$ cat config.mk
export PLATFORM = sky130hd
export DESIGN_NAME = uart_tx_frame
export DESIGN_NICKNAME = d
export VERILOG_FILES = /design/src/rtl/uart_pkg.sv /design/src/rtl/uart_tx_frame_counter.sv /design/src/rtl/uart_tx_frame.sv
export SDC_FILE = /design/constraint.sdc
export NUM_CORES = 1
export LEC_CHECK = 0
export CORE_ASPECT_RATIO = 0.8
export CORE_MARGIN = 4
export CORE_UTILIZATION = 57
export CTS_BUF_LIST = sky130_fd_sc_hd__clkbuf_16
export CTS_CLUSTER_SIZE = 14
export DETAILED_ROUTE_END_ITERATION = 12
export PLACE_DENSITY = 0.83
export SLEW_MARGIN = 15
export SYNTH_ARGS = -nofsm -noshare
export SYNTH_HDL_FRONTEND = slang
export SYNTH_SLANG_ARGS = --single-unit
$ cat constraint.sdc
create_clock -name Tx_CLK -period 7.03 [get_ports Tx_CLK]
set_input_delay 1.0545 -clock Tx_CLK [delete_from_list [all_inputs] [get_ports Tx_CLK]]
set_output_delay 1.0545 -clock Tx_CLK [all_outputs]
set_load 0.03 [all_outputs]
$ cat src/rtl/uart_pkg.sv
// Shared types and line levels for the UART transmit path.
// Build option UART_TX_STOP2_EN adds a second stop state.
package uart_pkg;

  localparam logic UART_IDLE_LVL  = 1'b1;
  localparam logic UART_START_LVL = 1'b0;
  localparam logic PAR_EVEN       = 1'b0;
  localparam logic PAR_ODD        = 1'b1;

  typedef enum logic [2:0] {
    IDLE   = 3'd0,
    START  = 3'd1,
    DATA   = 3'd2,
    PARITY = 3'd3,
`ifdef UART_TX_STOP2_EN
    STOP   = 3'd4,
    STOP2  = 3'd5
`else
    STOP   = 3'd4
`endif
  } tx_state_t;

endpackage

$ cat src/rtl/uart_tx_frame_counter.sv
// Bit-period edge counter and data bit index for the UART transmitter.
// Both hold at zero while the transmitter is idle.
module tx_baud_bit_counter #(
  parameter int PRESCALE_WIDTH = 5,
  parameter int DATA_WIDTH     = 8,
  localparam int IW = (DATA_WIDTH > 1) ? $clog2(DATA_WIDTH) : 1
) (
  input  logic                      clk_i,
  input  logic                      rst_ni,
  input  logic                      en_i,
  input  logic [PRESCALE_WIDTH-1:0] prescale_i,
  input  logic                      bit_cnt_en_i,
  output logic [PRESCALE_WIDTH-1:0] cnt_o,
  output logic [IW-1:0]             idx_o,
  output logic [IW-1:0]             idx_nxt_o,
  output logic                      bit_end_o
);

  localparam logic [IW-1:0] IDX_LAST = IW'(DATA_WIDTH - 1);

  logic [PRESCALE_WIDTH-1:0] cnt_q, cnt_d;
  logic [IW-1:0]             idx_q, idx_d;

  assign bit_end_o = en_i & (cnt_q == prescale_i);

  always_comb begin
    cnt_d = cnt_q;
    idx_d = idx_q;
    if (!en_i) begin
      cnt_d = '0;
      idx_d = '0;
    end else begin
      cnt_d = bit_end_o ? '0 : cnt_q + 1'b1;
      if (bit_cnt_en_i && bit_end_o)
        idx_d = (idx_q == IDX_LAST) ? '0 : idx_q + 1'b1;
    end
  end

  always_ff @(posedge clk_i or negedge rst_ni) begin
    if (!rst_ni) begin
      cnt_q <= '0;
      idx_q <= '0;
    end else begin
      cnt_q <= cnt_d;
      idx_q <= idx_d;
    end
  end

  assign cnt_o     = cnt_q;
  assign idx_o     = idx_q;
  assign idx_nxt_o = idx_d;

endmodule

$ cat src/rtl/uart_tx_frame.sv
// UART transmitter: start, LSB-first data, optional parity, stop bit(s).
// Define UART_TX_STOP2_EN for two stop bits.
module uart_tx_frame
  import uart_pkg::*;
#(
  parameter int DATA_WIDTH     = 8,
  parameter int PRESCALE_WIDTH = 5
) (
  input  logic                      Tx_CLK,
  input  logic                      Tx_RST,
  input  logic [PRESCALE_WIDTH-1:0] Tx_prescale,
  input  logic                      Tx_par_en,
  input  logic                      Tx_par_typ,
  input  logic                      Tx_data_valid,
  input  logic [DATA_WIDTH-1:0]     Tx_p_data,
  output logic                      Tx_ready,
  output logic                      Tx_busy,
  output logic                      Tx_out
);

  localparam int IW = (DATA_WIDTH > 1) ? $clog2(DATA_WIDTH) : 1;
  localparam logic [IW-1:0] IDX_LAST = IW'(DATA_WIDTH - 1);
`ifdef UART_TX_STOP2_EN
  localparam tx_state_t LAST_STOP = STOP2;
`else
  localparam tx_state_t LAST_STOP = STOP;
`endif

  tx_state_t state_q, state_d;

  logic [DATA_WIDTH-1:0]     data_q;
  logic [PRESCALE_WIDTH-1:0] pre_q;
  logic                      par_en_q;
  logic                      par_typ_q;
  logic                      busy_q;
  logic                      out_q, out_d;

  logic [PRESCALE_WIDTH-1:0] cnt;
  logic [IW-1:0]             idx, idx_nxt;
  logic                      bit_end;
  logic                      accept;
  logic                      par_bit;

  tx_baud_bit_counter #(
    .PRESCALE_WIDTH (PRESCALE_WIDTH),
    .DATA_WIDTH     (DATA_WIDTH)
  ) u_cnt (
    .clk_i        (Tx_CLK),
    .rst_ni       (Tx_RST),
    .en_i         (state_q != IDLE),
    .prescale_i   (pre_q),
    .bit_cnt_en_i (state_q == DATA),
    .cnt_o        (cnt),
    .idx_o        (idx),
    .idx_nxt_o    (idx_nxt),
    .bit_end_o    (bit_end)
  );

  assign Tx_ready = (state_q == IDLE) |
                    ((state_q == LAST_STOP) & bit_end);
  assign accept   = Tx_data_valid & Tx_ready;
  assign par_bit  = (^data_q) ^ (par_typ_q == PAR_ODD);

  always_comb begin
    state_d = state_q;
    case (state_q)
      IDLE:
        if (accept) state_d = START;
      START:
        if (bit_end) state_d = DATA;
      DATA:
        if (bit_end && idx == IDX_LAST)
          state_d = par_en_q ? PARITY : STOP;
      PARITY:
        if (bit_end) state_d = STOP;
`ifdef UART_TX_STOP2_EN
      STOP:
        if (bit_end) state_d = STOP2;
      STOP2:
        if (bit_end) state_d = accept ? START : IDLE;
`else
      STOP:
        if (bit_end) state_d = accept ? START : IDLE;
`endif
      default:
        state_d = IDLE;
    endcase
  end

  // Line level is registered from the next state so it moves with it.
  always_comb begin
    out_d = UART_IDLE_LVL;
    case (state_d)
      START:   out_d = UART_START_LVL;
      DATA:    out_d = data_q[idx_nxt];
      PARITY:  out_d = par_bit;
      default: out_d = UART_IDLE_LVL;
    endcase
  end

  always_ff @(posedge Tx_CLK or negedge Tx_RST) begin
    if (!Tx_RST) begin
      state_q <= IDLE;
      busy_q  <= 1'b0;
      out_q   <= UART_IDLE_LVL;
    end else begin
      state_q <= state_d;
      busy_q  <= (state_d != IDLE);
      out_q   <= out_d;
    end
  end

  always_ff @(posedge Tx_CLK or negedge Tx_RST) begin
    if (!Tx_RST) begin
      data_q    <= '0;
      pre_q     <= '0;
      par_en_q  <= 1'b0;
      par_typ_q <= PAR_EVEN;
    end else if (accept) begin
      data_q    <= Tx_p_data;
      pre_q     <= Tx_prescale;
      par_en_q  <= Tx_par_en;
      par_typ_q <= Tx_par_typ;
    end
  end

  assign Tx_busy = busy_q;
  assign Tx_out  = out_q;

endmodule

==> results of run 1 <==
[through the flow]
step	worst slack, ps	std cells	total power, mW	hold WS [ps]	area, µm²
2_1_floorplan	4120	130	0.572	470	1490
3_3_place_gp	3960	184	0.627	492	1720
3_5_place_dp	3870	184	0.648	510	1720
4_1_cts	3520	188	0.819	519	1820
5_1_grt	3390	188	0.871	546	1820
6_report	3520	188	0.814	523	1820
[power by group through the flow]
stage                     clock network, mW  registers [mW]  logic, mW
after global routing                  0.179           0.308      0.384
after CTS                             0.170           0.298      0.351
after detailed placement                  0           0.300      0.348
final                                 0.167           0.298      0.349
after global placement                    0           0.294      0.333
after floorplan                           0           0.288      0.284
[state kept, by name, indices dropped and copies added (netlist names)]
register and count:
par_typ_q 1, state_q 3, u_cnt.cnt_o 5, u_cnt.idx_o 3, par_en_q 1, data_q 8, Tx_busy 1, Tx_out 1
pre_q 5
[synth_stat cells, types with 3 or more instances]
master	count
sky130_fd_sc_hd__mux2_2	15
sky130_fd_sc_hd__inv_1	6
sky130_fd_sc_hd__xnor2_1	13
sky130_fd_sc_hd__xor2_1	4
sky130_fd_sc_hd__mux2i_1	4
sky130_fd_sc_hd__ha_1	3
sky130_fd_sc_hd__dfrtp_1	27
sky130_fd_sc_hd__a21oi_1	4
sky130_fd_sc_hd__nand2_1	4
sky130_fd_sc_hd__nor2_1	9
sky130_fd_sc_hd__nand3_1	5
[cells by family after synthesis]
logic type	share of synthesized area
AO/OA/AOI/OAI	0.0906
flip-flops	0.471
XOR/XNOR	0.0998
adder cells (fa/ha/maj)	0.0252
multiplexers	0.150
buffers and inverters	0.0336
AND/OR/NAND/NOR	0.130
[metal layers]
| metal | part of all wire | vias up | wire, µm |
|---|---|---|---|
| met1 | 0.44 | 498 | 1290 |
| met2 | 0.50 | 31 | 1460 |
| li1 | - | 501 | - |
| met3 | 0.057 | 4 | 167 |
| met4 | 0.0051 | 0 | 15 |
| met5 | 0 | - | 0 |
[worst max-delay path, stage by stage, from the launching register on]
cell and delay [ps]:
sky130_fd_sc_hd__dfrtp_1 430, sky130_fd_sc_hd__xnor2_1 190, sky130_fd_sc_hd__nand3_2 130, sky130_fd_sc_hd__or2_1 340
sky130_fd_sc_hd__a21boi_0 370, sky130_fd_sc_hd__clkdlybuf4s50_1 750
[worst max-delay path by stage]
stage                                        start        to  slack (ps)
after floorplan           u_cnt.cnt_o[2]$_DFF_PN0_  Tx_ready        4120
final                     u_cnt.cnt_o[2]$_DFF_PN0_  Tx_ready        3520
after CTS                 u_cnt.cnt_o[2]$_DFF_PN0_  Tx_ready        3520
after global placement    u_cnt.cnt_o[2]$_DFF_PN0_  Tx_ready        3960
after global routing          pre_q[3]$_DFFE_PN0P_  Tx_ready        3390
after detailed placement  u_cnt.cnt_o[3]$_DFF_PN0_  Tx_ready        3870
[layout make-up]
type / count / area share
well taps: 36 / 0.0247
flip-flops and latches: 28 / 0.385
clock inverters: 1 / 0.0165
clock buffers: 3 / 0.0412
repair buffers: 21 / 0.114
inverters: 6 / 0.0124
multi-input cells: 93 / 0.406
==> results.cfg, run 1 <==
[status]
outcome = completed

[pwr]
share_comb_of_total_power = 0.429
power.switching_fraction = 0.344
worst_ir_drop_vdd_mv = 0.264
power.leakage_nw = 0.783
clock_power_share = 0.205
power.density_nw_per_um2 = 447
power.share.sequential = 0.366
power.internal_uw = 534
power.switching_uw = 280

[drt]
via_per_inst = 5.50
detailedRoute.firstPassIterationCount = 4
drt-initial-drc-count = 79
via_count = 1034
detail-route-antenna-nets = 0
avgRoutedWirePerCell_um = 15.6
wirelength_mm = 2.94
remaining_drc_errors = 0

[cells_and_area]
final_core_utilization = 0.734
design.final.nets = 174
commonest_cells_after_routing_fill_and_taps_aside = sky130_fd_sc_hd__dfrtp_1, sky130_fd_sc_hd__clkdlybuf4s50_1, sky130_fd_sc_hd__mux2_2
flow.area_growth_from_synthesis_pct = 22.1
final_layout_size_suffix_gt1_frac = 0.204
insertedDiodeCount = 0
multi_input_logic_area_um2 = 739
n_fill_cell = 200
layout.cells.most_common = sky130_fd_sc_hd__dfrtp_1
ff_latch_area_um2 = 702

[synthesis]
synth.cell_area_um2 = 1490
ys_seq_area_frac = 0.471
synth.distinct_cells = 41
synth_enable_flop_cells = 0
syn_avg_cell_area_um2 = 11.5
top_flip_flop_cell_by_instance_count_after_synthesis = sky130_fd_sc_hd__dfrtp_1
synth_cells = 130
synth-warning-count = 0
mappedNetlistNets = 151
synthDominantCellAreaShare = 0.453
synth.top_cells.by_area = sky130_fd_sc_hd__dfrtp_1, sky130_fd_sc_hd__mux2_2, sky130_fd_sc_hd__xnor2_1
ys_async_sr_fraction = 1.00
netlist.top_cell.by_area = sky130_fd_sc_hd__dfrtp_1
yosys_register_bits = 28

[clocking]
cts_tree = built
cts.root.buffer_cell = sky130_fd_sc_hd__clkbuf_16
worst_path_clk_slew_ps = 70
htreeDepth = 1
cts_hold_buffers = 0
numClockSinks = 28
clk_latency_ps = 260
cts_setup_buffers = 0
clock_tree.buffer_depth = 2
cts_made_buffers = 3
cts.repair.resized = 0

[grt]
grt_max_degree = 29
global_route.peak_usage_layer = met2
gr-total-overflow = 0
met1_usage = 0.228
grt.met2_usage = 0.346
first_global_vias = 1051
first_pass_grt_wire_length_mm = 5.00
grt_use_met3 = 0.0626
globalRouteTotalUtil = 0.193
antenna_found_initial = 0

[sta]
rsz0062_at_grt = no
finalSetupViolations = 0
fin_setup_tns_ps = 0
worst_case_clock_skew_ps = 5.81
finalMaxSlewViolations = 0
report.final.hold_viol_count = 0
timing.final.crit_share = 0.500
fmax_mhz = 285
min_period_ps = 3510
worstMarginPinSlew_ps = 617
worst_slew_margin_rel = 0.585

[job]
timing.max_cap.violations = 0

[die]
ioPinCount = 21
die-height_um = 53.8
start_util = 0.601
die-width_um = 65.2
core.rowCount = 16
placeableCoreArea_um2 = 2480
die_area_um2 = 3500

[worst_setup_path]
r2r_start = u_cnt.idx_o[0]$_DFF_PN0_
category_of_the_worst_setup_path_launch_point = flip-flop
reg2reg_setup_slack_ps = 4380
cp_data_arrival_time_ps = 2460
crit_path_max_fanout = 6
worstPathRequired_ps = 5980
timing.critical_path.to_type = output port
path_type_of_the_worst_setup_path = reg -> out
cells_on_worst_reg2reg_path = 9
critical_path.reg2reg.endpoint = Tx_out$_DFF_PN1_

[worst_hold_path]
worst_hold_path_type = reg -> reg
hold_path_cells = 1
min-delay-start = u_cnt.cnt_o[0]$_DFF_PN0_
min_delay_worst_endpoint = u_cnt.cnt_o[0]$_DFF_PN0_

[placed_design]
place.detailed.hpwl_mm = 2.12
port-buffer-count = 20
place_congestion = 0.831
Power figures use the tool's default switching activity.
==> inputs of run 2 (changes only) <==
--- a/config.mk
+++ b/config.mk
@@ -7,11 +7,11 @@
 export LEC_CHECK = 0
 export CORE_ASPECT_RATIO = 0.8
 export CORE_MARGIN = 4
-export CORE_UTILIZATION = 57
+export CORE_UTILIZATION = 48
 export CTS_BUF_LIST = sky130_fd_sc_hd__clkbuf_16
 export CTS_CLUSTER_SIZE = 14
 export DETAILED_ROUTE_END_ITERATION = 12
-export PLACE_DENSITY = 0.83
+export PLACE_DENSITY = 0.74
 export SLEW_MARGIN = 15
 export SYNTH_ARGS = -nofsm -noshare
 export SYNTH_HDL_FRONTEND = slang
==> constraint.sdc (replaced) <==
create_clock -name Tx_CLK -period 3.2 [get_ports Tx_CLK]
set_input_delay 0.48 -clock Tx_CLK [delete_from_list [all_inputs] [get_ports Tx_CLK]]
set_output_delay 0.48 -clock Tx_CLK [all_outputs]
set_load 0.03 [all_outputs]
==> run 2 against run 1 <==
  * Cell count up 1.6%
  * Non-clock buffer count up 1
  * Sequential share of layout area up 0.35 points
  * Flip-flop and latch count unchanged
  * Die area up 16%
  * Sequential power up 120%
  * Register-to-register slack worse by 3700 ps
  * Count of clock-buffer cells in the layout unchanged
  * Critical path depth unchanged
  * Largest cell class unchanged
==> results.cfg, run 2 (same netlist as run 1, synthesis figures left out) <==
[grt]
first_global_vias = 1035
grt.met2_usage = 0.239
grt_use_met3 = 0.0572
first_pass_grt_wire_length_mm = 4.69
antenna_found_initial = 0
globalRouteTotalUtil = 0.150
grt_max_degree = 29
met1_usage = 0.189
global_route.peak_usage_layer = met2
gr-total-overflow = 0

[pwr]
power.internal_mw = 1.09
power.share.sequential = 0.389
power.switching_uw = 588
clock_power_share = 0.167
power.switching_fraction = 0.350
power.density_nw_per_um2 = 931
share_comb_of_total_power = 0.445
worst_ir_drop_vdd_mv = 0.455
power.leakage_nw = 0.776

[worst_hold_path]
min_delay_worst_endpoint = u_cnt.cnt_o[0]$_DFF_PN0_
hold_path_cells = 1
min-delay-start = u_cnt.cnt_o[0]$_DFF_PN0_
worst_hold_path_type = reg -> reg

[worst_setup_path]
worstPathRequired_ps = 2720
timing.critical_path.to_type = output port
path_type_of_the_worst_setup_path = reg -> out
crit_path_top_delay_cell = sky130_fd_sc_hd__clkdlybuf4s50_1
cells_on_worst_reg2reg_path = 9
critical_path.reg2reg.endpoint = Tx_out$_DFF_PN1_
category_of_the_worst_setup_path_launch_point = flip-flop
r2r_start = u_cnt.idx_o[0]$_DFF_PN0_
crit_chain = xnor2_1 -> nand3_2 -> or2_1 -> a21boi_0 -> clkdlybuf4s50_1
cp_data_arrival_time_ps = 2420
crit_path_max_fanout = 6
crit_start = u_cnt.cnt_o[3]$_DFF_PN0_
reg2reg_setup_slack_ps = 660
highest_cell_delay_on_the_worst_timing_path_ps = 740

[die]
placeableCoreArea_um2 = 2870
die-height_um = 57.9
ioPinCount = 21
die-width_um = 70.3
start_util = 0.519
core.rowCount = 17
die_area_um2 = 4070

[sta]
setup_ws_ps = 305
worstMarginPinSlew_ps = 660
min_period_ps = 2900
worst_slew_margin_rel = 0.557
rsz0062_at_grt = no
finalMaxSlewViolations = 0
finalSetupViolations = 0
timing.final.crit_share = 0.905
fin_setup_tns_ps = 0
fmax_mhz = 345
whs_ps = 525
worst_case_clock_skew_ps = 1.17
report.final.hold_viol_count = 0

[cells_and_area]
largest_reg_flops = 8
multi_input_logic_area_um2 = 739
flow.area_growth_from_synthesis_pct = 21.1
registers.top_by_ff_count = data_q
insertedDiodeCount = 0
final_layout_size_suffix_gt1_frac = 0.203
ff_latch_area_um2 = 702
commonest_cells_after_routing_fill_and_taps_aside = sky130_fd_sc_hd__dfrtp_1, sky130_fd_sc_hd__clkdlybuf4s50_1, sky130_fd_sc_hd__mux2_2
layout.cells.most_common = sky130_fd_sc_hd__dfrtp_1
design.final.nets = 175
n_fill_cell = 257

[drt]
detailedRoute.firstPassIterationCount = 4
via_count = 1040
detail-route-antenna-nets = 0
drt-initial-drc-count = 80
avgRoutedWirePerCell_um = 14.0
via_per_inst = 5.45
remaining_drc_errors = 0
wirelength_mm = 2.68

[clocking]
numClockSinks = 28
cts.root.buffer_cell = sky130_fd_sc_hd__clkbuf_16
cts_made_buffers = 3
clock_tree.buffer_depth = 2
clk_latency_ps = 260
htreeDepth = 1
worst_path_clk_slew_ps = 60
cts_hold_buffers = 0
cts.repair.resized = 0
cts_setup_buffers = 0
cts_tree = built

[placed_design]
preCtsSetupSlack_ps = 582
port-buffer-count = 20
place_congestion = 0.817
place.detailed.hpwl_mm = 2.02

[job]
timing.max_cap.violations = 0

[status]
outcome = completed
## run 2: cell count changes in the layout (fill, tap and decap cells not counted)
cell	previous run	this run
sky130_fd_sc_hd__buf_4	1	2
sky130_fd_sc_hd__clkinv_1	0	1
sky130_fd_sc_hd__bufinv_16	1	0
## run 2: worst max-delay path: cells and delay by family (launching register included)
family,cells,cell delay [ps]
AND/OR/NAND/NOR,2,460
XOR/XNOR,1,190
AO/OA/AOI/OAI,1,330
buffers and inverters,1,740
flip-flops,1,430
## run 2: layer usage
| metal | vias up | part of all wire | wire length (µm) |
|---|---|---|---|
| met3 | 2 | 0.071 | 190 |
| met5 | - | 0 | 0 |
| li1 | 504 | - | - |
| met2 | 29 | 0.46 | 1220 |
| met1 | 505 | 0.46 | 1240 |
| met4 | 0 | 0.011 | 29 |
## run 2: layout make-up
class / instances / share of cell area
Inverter: 6 / 0.0125
Sequential cell: 28 / 0.389
Timing Repair Buffer: 22 / 0.119
Clock buffer: 3 / 0.0416
Tap cell: 38 / 0.0263
Clock inverter: 1 / 0.00208
Multi-Input combinational cell: 93 / 0.410
## run 2: power groups by stage
stage / logic [mW] / clock network, mW / registers (mW)
2_1_floorplan: 0.624 / 0 / 0.633
3_3_place_gp: 0.737 / 0 / 0.650
3_5_place_dp: 0.757 / 0 / 0.659
4_1_cts: 0.760 / 0.293 / 0.652
5_1_grt: 0.829 / 0.306 / 0.673
6_report: 0.748 / 0.280 / 0.653
## run 2: how the worst max path moves through the flow
stage | slack [ps] | depth (start not counted) | end
global route | 190 | 5 | Tx_ready
finish | 300 | 5 | Tx_ready
global placement | 650 | 5 | Tx_ready
detailed placement | 580 | 5 | Tx_ready
floorplan | 530 | 8 | data_q[0]$_DFFE_PN0P_
CTS | 290 | 5 | Tx_ready
## run 2: stage by stage
step,power (mW),cells,util,area (µm²)
final,1.68,191,0.629,1810
after global routing,1.81,191,0.629,1810
after CTS,1.70,191,0.629,1810
after detailed placement,1.42,187,0.601,1730
after global placement,1.39,187,0.601,1730
after floorplan,1.26,130,-,1490
==> inputs of run 3 (changes only) <==
--- a/config.mk
+++ b/config.mk
@@ -5,6 +5,7 @@
 export SDC_FILE = /design/constraint.sdc
 export NUM_CORES = 1
 export LEC_CHECK = 0
+export CAP_MARGIN = 25
 export CORE_ASPECT_RATIO = 0.8
 export CORE_MARGIN = 4
 export CORE_UTILIZATION = 48
==> results of run 3 <==
The final DEF is identical to that of run 2; final timing and power are the same.
